[src/rtl/motion_sequencer_if.sv]
// Command bus into the motion sequencer: valid/ready handshake plus the
// fields of one motion command (STOP, DRIVE or STEP).
interface motion_sequencer_if;
  logic        cmd_valid;
  logic        cmd_ready;
  logic [1:0]  cmd_type;
  logic        cmd_dirL;
  logic        cmd_dirR;
  logic [15:0] cmd_speedL;
  logic [15:0] cmd_speedR;
  logic [15:0] cmd_degL;
  logic [15:0] cmd_degR;
  logic [23:0] cmd_dur;

  modport master (
    output cmd_valid, cmd_type, cmd_dirL, cmd_dirR, cmd_speedL, cmd_speedR,
           cmd_degL, cmd_degR, cmd_dur,
    input  cmd_ready
  );

  modport slave (
    input  cmd_valid, cmd_type, cmd_dirL, cmd_dirR, cmd_speedL, cmd_speedR,
           cmd_degL, cmd_degR, cmd_dur,
    output cmd_ready
  );
endinterface

[src/rtl/motion_sequencer.sv]
// Queues motion commands in a small FIFO and sequences the shared motor-drive
// path between the speed controller and the step controller.
module motion_sequencer #(
  parameter int DEPTH        = 4,
  parameter int STEP_ARM     = 2,
  parameter int STEP_TIMEOUT = 48000000
) (
  input  logic                   WF_CLK,
  input  logic                   rst,
  motion_sequencer_if.slave      cmd,
  input  logic                   abort,
  input  logic                   step_done,
  output logic                   driver_sel,
  output logic                   speedctl_en,
  output logic                   stepctl_en,
  output logic [15:0]            degreeL,
  output logic [15:0]            degreeR,
  output logic [15:0]            speedL,
  output logic [15:0]            speedR,
  output logic                   motorL_dir,
  output logic                   motorR_dir,
  output logic                   busy,
  output logic                   cmd_done,
  output logic                   step_err,
  output logic [$clog2(DEPTH):0] fifo_count
);

  localparam int PW   = $clog2(DEPTH);
  localparam int CW   = PW + 1;
  localparam int TW   = $clog2(STEP_TIMEOUT + 1);
  localparam int CNTW = (TW > 24) ? TW : 24;

  localparam logic [2:0] S_IDLE       = 3'd0;
  localparam logic [2:0] S_DRIVE      = 3'd1;
  localparam logic [2:0] S_STEP_START = 3'd2;
  localparam logic [2:0] S_STEP_WAIT  = 3'd3;
  localparam logic [2:0] S_STOP       = 3'd4;

  typedef struct packed {
    logic [1:0]  typ;
    logic        dir_l;
    logic        dir_r;
    logic [15:0] spd_l;
    logic [15:0] spd_r;
    logic [15:0] deg_l;
    logic [15:0] deg_r;
    logic [23:0] dur;
  } cmd_t;

  cmd_t            mem_q [DEPTH];
  cmd_t            mem_d [DEPTH];
  cmd_t            entry;
  cmd_t            head;
  logic [PW-1:0]   wr_ptr_q, wr_ptr_d, rd_ptr_q, rd_ptr_d;
  logic [CW-1:0]   count_q, count_d;
  logic [2:0]      state_q, state_d;
  logic [CNTW-1:0] cnt_q, cnt_d;
  logic            push, pop, clear_out;

  logic            driver_sel_q, driver_sel_d, speedctl_en_q, speedctl_en_d;
  logic            stepctl_en_q, stepctl_en_d, dir_l_q, dir_l_d, dir_r_q, dir_r_d;
  logic [15:0]     degree_l_q, degree_l_d, degree_r_q, degree_r_d;
  logic [15:0]     speed_l_q, speed_l_d, speed_r_q, speed_r_d;
  logic            busy_q, busy_d, cmd_done_q, cmd_done_d, step_err_q, step_err_d;

  assign entry = '{typ: cmd.cmd_type, dir_l: cmd.cmd_dirL, dir_r: cmd.cmd_dirR,
                   spd_l: cmd.cmd_speedL, spd_r: cmd.cmd_speedR,
                   deg_l: cmd.cmd_degL, deg_r: cmd.cmd_degR, dur: cmd.cmd_dur};
  assign head  = mem_q[rd_ptr_q];

  // Gated by rst so the port reads 0 while reset is held.
  assign cmd.cmd_ready = ~rst & ~abort & (count_q < CW'(DEPTH));
  assign push          = cmd.cmd_valid & cmd.cmd_ready;

  always_comb begin
    state_d       = state_q;
    cnt_d         = cnt_q;
    wr_ptr_d      = wr_ptr_q;
    rd_ptr_d      = rd_ptr_q;
    count_d       = count_q;
    mem_d         = mem_q;
    pop           = 1'b0;
    clear_out     = 1'b0;
    driver_sel_d  = driver_sel_q;
    speedctl_en_d = speedctl_en_q;
    stepctl_en_d  = 1'b0;
    dir_l_d       = dir_l_q;
    dir_r_d       = dir_r_q;
    degree_l_d    = degree_l_q;
    degree_r_d    = degree_r_q;
    speed_l_d     = speed_l_q;
    speed_r_d     = speed_r_q;
    cmd_done_d    = 1'b0;
    step_err_d    = 1'b0;

    if (abort) begin
      state_d   = S_IDLE;
      cnt_d     = '0;
      wr_ptr_d  = '0;
      rd_ptr_d  = '0;
      count_d   = '0;
      clear_out = 1'b1;
    end else begin
      case (state_q)
        S_IDLE: begin
          clear_out = 1'b1;
          if (count_q != '0) begin
            pop           = 1'b1;
            clear_out     = 1'b0;
            cnt_d         = (head.dur == '0) ? CNTW'(1) : CNTW'(head.dur);
            dir_l_d       = head.dir_l;
            dir_r_d       = head.dir_r;
            speed_l_d     = head.spd_l;
            speed_r_d     = head.spd_r;
            degree_l_d    = '0;
            degree_r_d    = '0;
            driver_sel_d  = 1'b0;
            speedctl_en_d = 1'b0;
            case (head.typ)
              2'd1: begin
                state_d       = S_DRIVE;
                speedctl_en_d = 1'b1;
              end
              2'd2: begin
                state_d      = S_STEP_START;
                driver_sel_d = 1'b1;
                stepctl_en_d = 1'b1;
                degree_l_d   = head.deg_l;
                degree_r_d   = head.deg_r;
              end
              default: begin
                state_d   = S_STOP;
                clear_out = 1'b1;
              end
            endcase
          end
        end
        S_DRIVE, S_STOP: begin
          if (cnt_q <= CNTW'(1)) begin
            state_d    = S_IDLE;
            cmd_done_d = 1'b1;
            clear_out  = 1'b1;
          end else begin
            cnt_d = cnt_q - 1'b1;
          end
        end
        S_STEP_START: begin
          state_d = S_STEP_WAIT;
          cnt_d   = '0;
        end
        S_STEP_WAIT: begin
          // cnt_q counts completed STEP_WAIT cycles; early step_done is stale.
          if (step_done && (cnt_q >= CNTW'(STEP_ARM))) begin
            state_d    = S_IDLE;
            cmd_done_d = 1'b1;
            clear_out  = 1'b1;
          end else if (cnt_q >= CNTW'(STEP_TIMEOUT - 1)) begin
            state_d    = S_IDLE;
            step_err_d = 1'b1;
            clear_out  = 1'b1;
          end else begin
            cnt_d = cnt_q + 1'b1;
          end
        end
        default: begin
          state_d   = S_IDLE;
          clear_out = 1'b1;
        end
      endcase

      if (push) begin
        mem_d[wr_ptr_q] = entry;
        wr_ptr_d        = wr_ptr_q + 1'b1;
      end
      if (pop) begin
        rd_ptr_d = rd_ptr_q + 1'b1;
      end
      count_d = count_q + CW'(push) - CW'(pop);
    end

    if (clear_out) begin
      driver_sel_d  = 1'b0;
      speedctl_en_d = 1'b0;
      dir_l_d       = 1'b0;
      dir_r_d       = 1'b0;
      degree_l_d    = '0;
      degree_r_d    = '0;
      speed_l_d     = '0;
      speed_r_d     = '0;
    end

    busy_d = (state_d != S_IDLE) || (count_d != '0);
  end

  always_ff @(posedge WF_CLK or posedge rst) begin
    if (rst) begin
      for (int i = 0; i < DEPTH; i++) mem_q[i] <= '0;
      state_q       <= S_IDLE;
      cnt_q         <= '0;
      wr_ptr_q      <= '0;
      rd_ptr_q      <= '0;
      count_q       <= '0;
      driver_sel_q  <= 1'b0;
      speedctl_en_q <= 1'b0;
      stepctl_en_q  <= 1'b0;
      dir_l_q       <= 1'b0;
      dir_r_q       <= 1'b0;
      degree_l_q    <= '0;
      degree_r_q    <= '0;
      speed_l_q     <= '0;
      speed_r_q     <= '0;
      busy_q        <= 1'b0;
      cmd_done_q    <= 1'b0;
      step_err_q    <= 1'b0;
    end else begin
      mem_q         <= mem_d;
      state_q       <= state_d;
      cnt_q         <= cnt_d;
      wr_ptr_q      <= wr_ptr_d;
      rd_ptr_q      <= rd_ptr_d;
      count_q       <= count_d;
      driver_sel_q  <= driver_sel_d;
      speedctl_en_q <= speedctl_en_d;
      stepctl_en_q  <= stepctl_en_d;
      dir_l_q       <= dir_l_d;
      dir_r_q       <= dir_r_d;
      degree_l_q    <= degree_l_d;
      degree_r_q    <= degree_r_d;
      speed_l_q     <= speed_l_d;
      speed_r_q     <= speed_r_d;
      busy_q        <= busy_d;
      cmd_done_q    <= cmd_done_d;
      step_err_q    <= step_err_d;
    end
  end

  assign driver_sel  = driver_sel_q;
  assign speedctl_en = speedctl_en_q;
  assign stepctl_en  = stepctl_en_q;
  assign degreeL     = degree_l_q;
  assign degreeR     = degree_r_q;
  assign speedL      = speed_l_q;
  assign speedR      = speed_r_q;
  assign motorL_dir  = dir_l_q;
  assign motorR_dir  = dir_r_q;
  assign busy        = busy_q;
  assign cmd_done    = cmd_done_q;
  assign step_err    = step_err_q;
  assign fifo_count  = count_q;

endmodule

[src/flat_wrapper.sv]
// flat-port wrapper written by rule: the top's interface ports become plain ports
module motion_sequencer_flat 
#(
  parameter int DEPTH        = 4,
  parameter int STEP_ARM     = 2,
  parameter int STEP_TIMEOUT = 48000000
)
  (WF_CLK, rst, abort, step_done, driver_sel, speedctl_en, stepctl_en, degreeL, degreeR, speedL, speedR, motorL_dir, motorR_dir, busy, cmd_done, step_err, fifo_count, cmd_cmd_valid, cmd_cmd_type, cmd_cmd_dirL, cmd_cmd_dirR, cmd_cmd_speedL, cmd_cmd_speedR, cmd_cmd_degL, cmd_cmd_degR, cmd_cmd_dur, cmd_cmd_ready);
  motion_sequencer_if cmd_i ();
  input  logic WF_CLK;
  input  logic rst;
  input  logic abort;
  input  logic step_done;
  output logic driver_sel;
  output logic speedctl_en;
  output logic stepctl_en;
  output logic [15:0] degreeL;
  output logic [15:0] degreeR;
  output logic [15:0] speedL;
  output logic [15:0] speedR;
  output logic motorL_dir;
  output logic motorR_dir;
  output logic busy;
  output logic cmd_done;
  output logic step_err;
  output logic [$clog2(DEPTH):0] fifo_count;
  input wire logic [$bits(cmd_i.cmd_valid)-1:0] cmd_cmd_valid;
  input wire logic [$bits(cmd_i.cmd_type)-1:0] cmd_cmd_type;
  input wire logic [$bits(cmd_i.cmd_dirL)-1:0] cmd_cmd_dirL;
  input wire logic [$bits(cmd_i.cmd_dirR)-1:0] cmd_cmd_dirR;
  input wire logic [$bits(cmd_i.cmd_speedL)-1:0] cmd_cmd_speedL;
  input wire logic [$bits(cmd_i.cmd_speedR)-1:0] cmd_cmd_speedR;
  input wire logic [$bits(cmd_i.cmd_degL)-1:0] cmd_cmd_degL;
  input wire logic [$bits(cmd_i.cmd_degR)-1:0] cmd_cmd_degR;
  input wire logic [$bits(cmd_i.cmd_dur)-1:0] cmd_cmd_dur;
  output wire logic [$bits(cmd_i.cmd_ready)-1:0] cmd_cmd_ready;
  assign cmd_i.cmd_valid = cmd_cmd_valid;
  assign cmd_i.cmd_type = cmd_cmd_type;
  assign cmd_i.cmd_dirL = cmd_cmd_dirL;
  assign cmd_i.cmd_dirR = cmd_cmd_dirR;
  assign cmd_i.cmd_speedL = cmd_cmd_speedL;
  assign cmd_i.cmd_speedR = cmd_cmd_speedR;
  assign cmd_i.cmd_degL = cmd_cmd_degL;
  assign cmd_i.cmd_degR = cmd_cmd_degR;
  assign cmd_i.cmd_dur = cmd_cmd_dur;
  assign cmd_cmd_ready = cmd_i.cmd_ready;
  motion_sequencer #(.DEPTH(DEPTH), .STEP_ARM(STEP_ARM), .STEP_TIMEOUT(STEP_TIMEOUT)) u_core (.WF_CLK(WF_CLK), .rst(rst), .cmd(cmd_i), .abort(abort), .step_done(step_done), .driver_sel(driver_sel), .speedctl_en(speedctl_en), .stepctl_en(stepctl_en), .degreeL(degreeL), .degreeR(degreeR), .speedL(speedL), .speedR(speedR), .motorL_dir(motorL_dir), .motorR_dir(motorR_dir), .busy(busy), .cmd_done(cmd_done), .step_err(step_err), .fifo_count(fifo_count));
endmodule
[config.mk]
export PLATFORM = sky130hd
export DESIGN_NAME = motion_sequencer_flat
export DESIGN_NICKNAME = d
export VERILOG_FILES = /design/src/rtl/motion_sequencer_if.sv /design/src/rtl/motion_sequencer.sv /design/src/flat_wrapper.sv
export SDC_FILE = /design/constraint.sdc
export NUM_CORES = 1
export LEC_CHECK = 0
export CAP_MARGIN = 20
export CORE_MARGIN = 4
export CORE_UTILIZATION = 50
export CTS_BUF_LIST = sky130_fd_sc_hd__clkbuf_8
export CTS_CLUSTER_SIZE = 28
export DETAILED_ROUTE_END_ITERATION = 12
export PLACE_DENSITY = 0.7
export SYNTH_ARGS = -nofsm -noshare
export SYNTH_HDL_FRONTEND = slang
export SYNTH_SLANG_ARGS = --single-unit
[constraint.sdc]
create_clock -name WF_CLK -period 19.5 [get_ports WF_CLK]
set_clock_uncertainty 0.15 [all_clocks]
set_input_delay 3.9 -clock WF_CLK [delete_from_list [all_inputs] [get_ports WF_CLK]]
set_output_delay 3.9 -clock WF_CLK [all_outputs]
set_load 0.05 [all_outputs]
==> results_dict.tcl, run 1 <==
set metrics [dict create \
    hold_class "reg2reg" \
    synth_top_area_cell "dfrtp_1" \
    syn_avg_cell_area_um2 13.7 \
    drcViolationCount 0 \
    synth.distinct_cells 72 \
    drt_wl_total_mm 51.8 \
    yosys_most_used_dff "dfrtp_1" \
    cp_max_fo 22 \
    cts-resized-gates 0 \
    synthArstFlopShare_pct 100 \
    drive_gt1_share_pct 34.4 \
    vias_per_cell 5.89 \
    die_w_um 217 \
    clock_path_buffers 3 \
    finalSetupViolCount 0 \
    wl_per_cell_um 21.7 \
    hold_buffers 0 \
    vias 14000 \
    io_pins 173 \
    yosysTopAreaCellShare_pct 54.7 \
    dieArea_mm2 0.0470 \
    gp_congestion 0.907 \
    fin_crit_sh_pct 49.4 \
    final_cells 2385 \
    ys_ff_latch 476 \
    tightest_slew_ns 1.06 \
    drtIter0Drc 1247 \
    p_leak_nw 11.6 \
    hold_viol 0 \
    cts.reportedPaths.clkPinSlew_ns 0.06 \
    rows 76 \
    grt_first_pass_wirelength_mm 83.4 \
    synthTopCellsByArea "dfrtp_1 (55%), mux2_2 (19%), mux4_2 (9.5%)" \
    track_usage_pct 22.4 \
    ys_seq_area_share_pct 54.7 \
    antenna_found_initial 4 \
    rsz0062_at_grt "false" \
    antenna_left 0 \
    cap_violations 0 \
    die_h_um 217 \
    layout.nets 1850 \
    dp_hpwl_mm 31.5 \
    netlist_instances 1586 \
    netlist_area_mm2 0.0218 \
    end_kind "primary output" \
    start_util_pct 50.6 \
    grt_pass1_vias 14900 \
    clock_sink_count 476 \
    syn2layout_area_growth_pct 17.6 \
    powerDensity_mw_per_mm2 132 \
    synth_edf_count 0 \
    max_slew_margin_pct 29.4 \
    crit_path_start_kind "input port" \
    drt_pass1_iterations 5 \
    fmaxAchievable_mhz 104 \
    core_mm2 0.0431 \
    synth_fp_nets 1697 \
    timing.setup.tns_ns 0 \
    io_buffer_count 172 \
    rrSetupSlack_ns 15.87 \
    status "complete, no violations" \
    tritoncts "done" \
    vdd_drop_max_mv 0.0778 \
    grt_overflow 0 \
    grt_max_degree 119 \
    clk_latency_ns 0.63 \
    cts_setup_buffers 0 \
    cts_inserted_buffers 81 \
    ctsHtreeMaxLevel 3 \
    placedCellCount 2239 \
    final_max_slew_viol_count 0 \
    cts_root_buf "clkbuf_8" \
    yosysWarnings 0 \
    setup.worst_path.class "in2out" \
    worst_ep_arrival_time_ns 5.58 \
    post-route-min-period_ns 9.63 \
    required_ns 15.45 \
]
worst max-delay path: stages:
cell and delay [ns]:
clkdlybuf4s50_1 0.40, buf_4 0.22, nor3_1 0.21, clkdlybuf4s50_1 0.84
cell families after synthesis:
family                     after synthesis  synth area share [%]
DFF                                    476                  54.7
muxes                                  461                  28.6
and+or+nand+nor                        276                  6.24
AOI/OAI and AO/OA                      203                  6.42
buffers and inverters                  141                  2.62
xor gates and xnor gates                15                 0.603
adders and majority gates               14                 0.839
metrics by stage:
step	area [µm²]	hold slack [ns]	util (%)	worst slack, ns	total power [mW]
final	25600	0.348	59.5	9.87	3.37
after global routing	25600	0.357	59.5	9.80	3.56
after CTS	25600	0.350	59.3	9.85	3.40
after detailed placement	23900	0.337	55.6	9.85	2.50
after global placement	23900	0.331	55.6	9.88	2.46
after floorplan	21800	0.324	-	2.17	2.17
placed cells by master, fill, tap and decap left out, drive strengths merged, types with 34 or more instances in the layout:
master         count
o21ai             34
dfrtp            476
nor2              49
mux2             368
mux4              92
clkdlybuf4s50    172
a21oi             58
inv               50
nand2            114
a22o              34
clkbuf            99
final timing paths:
path                                                   to  cells after the start                           start
max                                         cmd_cmd_ready                      4                           abort
min in group asynchronous  u_core.fifo_count[1]$_DFF_PP0_                      2                             rst
min reg2reg                 u_core.mem_q[183]$_DFFE_PP0P_                      1   u_core.mem_q[183]$_DFFE_PP0P_
max in group asynchronous   u_core.degreeL[5]$_DFFE_PP0P_                      5                             rst
min                         u_core.mem_q[183]$_DFFE_PP0P_                      1   u_core.mem_q[183]$_DFFE_PP0P_
max reg2reg                 u_core.degreeR[2]$_DFFE_PP0P_                      7  u_core.rd_ptr_q[0]$_DFFE_PP0P_
per-layer routing:
metal	share of wire, %	up-vias	GRT usage [%]
li1	-	6193	-
met1	43	7336	30.8
met2	48	409	35.7
met3	6.0	98	5.20
met4	2.3	8	7.02
met5	0.12	-	0
state kept, by name, summed over array words and instances (netlist names):
signal / flops
u_core.speedL: 16
u_core.stepctl_en: 1
u_core.degreeL: 16
u_core.cnt_q: 26
u_core.motorL_dir: 1
u_core.speedR: 16
u_core.motorR_dir: 1
u_core.wr_ptr_q: 2
u_core.speedctl_en: 1
u_core.mem_q: 368
u_core.cmd_done: 1
u_core.state_q: 3
u_core.step_err: 1
u_core.degreeR: 16
u_core.busy: 1
u_core.fifo_count: 3
u_core.rd_ptr_q: 2
u_core.driver_sel: 1
cell usage after synthesis (all sizes together) (3+ instances only):
| master | count |
|---|---|
| clkbuf | 100 |
| or4 | 4 |
| nand2 | 114 |
| mux2 | 368 |
| nor4 | 19 |
| nor2 | 49 |
| or3 | 6 |
| o221ai | 4 |
| nor3 | 22 |
| inv | 17 |
| nand3b | 3 |
| xor2 | 8 |
| a22oi | 8 |
| and3 | 8 |
| ha | 13 |
| xnor2 | 7 |
| nand2b | 5 |
| mux4 | 92 |
| o211ai | 4 |
| a31oi | 7 |
| nand3 | 11 |
| nor2b | 6 |
| a221o | 4 |
| o31ai | 9 |
| o22ai | 6 |
| buf | 24 |
| and2 | 4 |
| o21ai | 34 |
| a221oi | 9 |
| nand4 | 15 |
| a22o | 34 |
| a32oi | 3 |
| dfrtp | 476 |
| a21oi | 58 |
layout make-up:
cell class	count	area [µm²]
sequential	476	11900
fill	3436	17500
clock inverter	44	253
antenna	1	2.50
timing repair buffer	194	1930
tap	585	732
clock buffer	99	1360
inverter	17	71.3
multi-input combinational	969	9350
report_power, final:
part	switching [mW]	internal, mW	total (mW)
Sequential	0.174	1.19	1.37
Combinational	0.601	0.520	1.12
Clock	0.397	0.484	0.882
No activity file was read; power rests on OpenSTA's default activity.
==> inputs of run 2 (changes only) <==
--- a/config.mk
+++ b/config.mk
@@ -11,7 +11,7 @@
 export CTS_BUF_LIST = sky130_fd_sc_hd__clkbuf_8
 export CTS_CLUSTER_SIZE = 28
 export DETAILED_ROUTE_END_ITERATION = 12
-export PLACE_DENSITY = 0.7
+export PLACE_DENSITY = 0.73
 export SYNTH_ARGS = -nofsm -noshare
 export SYNTH_HDL_FRONTEND = slang
 export SYNTH_SLANG_ARGS = --single-unit
==> constraint.sdc (replaced) <==
create_clock -name WF_CLK -period 8.65 [get_ports WF_CLK]
set_clock_uncertainty 0.15 [all_clocks]
set_input_delay 1.73 -clock WF_CLK [delete_from_list [all_inputs] [get_ports WF_CLK]]
set_output_delay 1.73 -clock WF_CLK [all_outputs]
set_load 0.05 [all_outputs]
==> run 2 against run 1 <==
Against the previous run: hold slack improved by 0.0018 ns; global-route usage increased by 0.062 points; die area unchanged; first-iteration DRC count decreased by 21%; via count decreased by 0.20%; sequential share of layout area increased by 0.16 points; design area decreased by 0.34%; final cell count decreased by 0.29%; clock power increased by 120%; critical path type unchanged; critical endpoint unchanged; largest power group unchanged.
==> results_dict.tcl, run 2 (same netlist as run 1, synthesis figures left out) <==
set metrics [dict create \
    cts-resized-gates 0 \
    syn2layout_area_growth_pct 17.2 \
    vias 14000 \
    drive_gt1_share_pct 34.0 \
    vdd_drop_max_mv 0.181 \
    io_pins 173 \
    hold_viol 0 \
    end_kind "primary output" \
    drt_pass1_iterations 6 \
    final_core_util_pct 59.3 \
    gp_congestion 0.922 \
    regMostFlops "u_core.mem_q" \
    hold_class "reg2reg" \
    dieArea_mm2 0.0470 \
    cap_violations 0 \
    timing.setup.tns_ns 0 \
    cts_setup_buffers 0 \
    clock_sink_count 476 \
    setup.worst_path.class "in2out" \
    max_slew_margin_pct 30.5 \
    antenna_left 0 \
    drtIter0Drc 983 \
    required_ns 6.77 \
    antenna_found_initial 1 \
    critPathBufInv 3 \
    wl_per_cell_um 21.8 \
    crit_top_cell "clkdlybuf4s50_1" \
    powerDensity_mw_per_mm2 296 \
    power_switching_mw 2.61 \
    holdWs_ns 0.350 \
    grt_first_pass_wirelength_mm 83.7 \
    drcViolationCount 0 \
    cpPeakStageDelay_ns 0.85 \
    status "complete, no violations" \
    switching_share_pct 34.6 \
    cts_inserted_buffers 80 \
    dp_hpwl_mm 31.9 \
    fin_crit_sh_pct 61.1 \
    pwr-share-comb_pct 34.0 \
    layout.nets 1850 \
    rsz0062_at_grt "false" \
    path_delay_family "buffers and inverters" \
    tightest_slew_ns 1.04 \
    die_w_um 217 \
    reg_top3 "u_core.mem_q x368, u_core.cnt_q x26" \
    grt_max_degree 146 \
    rows 76 \
    cp_slowest_cell "clkdlybuf4s50_1" \
    core_mm2 0.0431 \
    final_cell_mix "dfrtp_1 (474), mux2_2 (368), clkdlybuf4s50_1 (172)" \
    drt_wl_total_mm 51.9 \
    clk_latency_ns 0.65 \
    finalSetupViolCount 0 \
    clock_path_buffers 3 \
    crit_path_start_kind "input port" \
    grt_pass1_vias 15100 \
    cp_max_fo 22 \
    start_util_pct 50.6 \
    pre_cts_ws_ns 3.36 \
    path_cells "clkdlybuf4s50_1, buf_4, nor3_1, clkdlybuf4s50_1" \
    cts.reportedPaths.clkPinSlew_ns 0.06 \
    grt_overflow 0 \
    final_max_slew_viol_count 0 \
    fmaxAchievable_mhz 189 \
    hold_buffers 0 \
    tritoncts "done" \
    p_int_mw 4.93 \
    track_usage_pct 22.4 \
    ctsHtreeMaxLevel 3 \
    worst_ep_arrival_time_ns 3.41 \
    cts_root_buf "clkbuf_8" \
    io_buffer_count 172 \
    pwr-share-seq_pct 40.4 \
    layout_commonest_cell "dfrtp_1" \
    largest_reg_flops 368 \
    worst_slack_ns 3.36 \
    post-route-min-period_ns 5.29 \
    die_h_um 217 \
    pwr-share-clk_pct 25.5 \
    vias_per_cell 5.89 \
    p_leak_nw 11.5 \
]
-- run 2: changes by cell type in the layout (fill, tap and decap cells not counted), sizes merged --
| cell | previous run | this run |
|---|---|---|
| clkinvlp | 3 | 4 |
| inv | 50 | 49 |
| buf | 22 | 23 |
| bufinv | 2 | 3 |
| clkbuf | 99 | 93 |
| clkinv | 6 | 3 |
-- run 2: per-layer routing --
layer | global-route usage (%) | wire length [µm] | share of wire (%)
met1 | 29.8 | 22300 | 43
met5 | 0 | 0 | 0
met2 | 36.9 | 25400 | 49
met3 | 5.31 | 3040 | 5.8
met4 | 7.25 | 1100 | 2.1
-- run 2: power groups by stage --
stage	clock network (mW)	logic, mW	registers (mW)
after global routing	2.10	2.78	3.11
after floorplan	0	1.80	3.11
after detailed placement	0	2.56	3.08
after CTS	1.99	2.57	3.05
final	1.93	2.57	3.05
after global placement	0	2.51	3.05
-- run 2: final timing paths --
| check | cells after the start | end | slack [ns] | startpoint |
|---|---|---|---|---|
| worst min register to register | 1 | u_core.mem_q[51]$_DFFE_PP0P_ | 0.35 | u_core.mem_q[51]$_DFFE_PP0P_ |
| max in group asynchronous | 4 | u_core.mem_q[39]$_DFFE_PP0P_ | 5.00 | rst |
| min in group asynchronous | 2 | u_core.state_q[2]$_DFF_PP0_ | 1.34 | rst |
| worst max register to register | 13 | u_core.busy$_DFF_PP0_ | 4.97 | u_core.state_q[1]$_DFF_PP0_ |
| worst min-delay path | 1 | u_core.mem_q[51]$_DFFE_PP0P_ | 0.35 | u_core.mem_q[51]$_DFFE_PP0P_ |
| worst max-delay path | 4 | cmd_cmd_ready | 3.36 | abort |
-- run 2: worst register-to-register path, delay by kind of cell (launching register included) --
kind,cells,cell delay (ns)
compound gates,1,0.15
flops,1,0.84
xor+xnor,2,0.35
fa+ha+maj,3,0.89
simple gates,4,0.54
buf+inv,3,0.57
-- run 2: area by class of cell --
class,count,area (µm²)
clock inverter,42,251
clock buffer,93,1280
timing repair buffer,195,1930
antenna,1,2.50
sequential,476,11900
fill,3428,17600
multi-input combinational,969,9350
inverter,17,67.6
tap,585,732
-- run 2: through the flow --
stage | cell area, µm² | power [mW] | std cells
2_1_floorplan | 21800 | 4.90 | 1586
3_3_place_gp | 24000 | 5.56 | 2241
3_5_place_dp | 24000 | 5.64 | 2241
4_1_cts | 25500 | 7.60 | 2376
5_1_grt | 25500 | 7.99 | 2378
6_report | 25500 | 7.54 | 2378
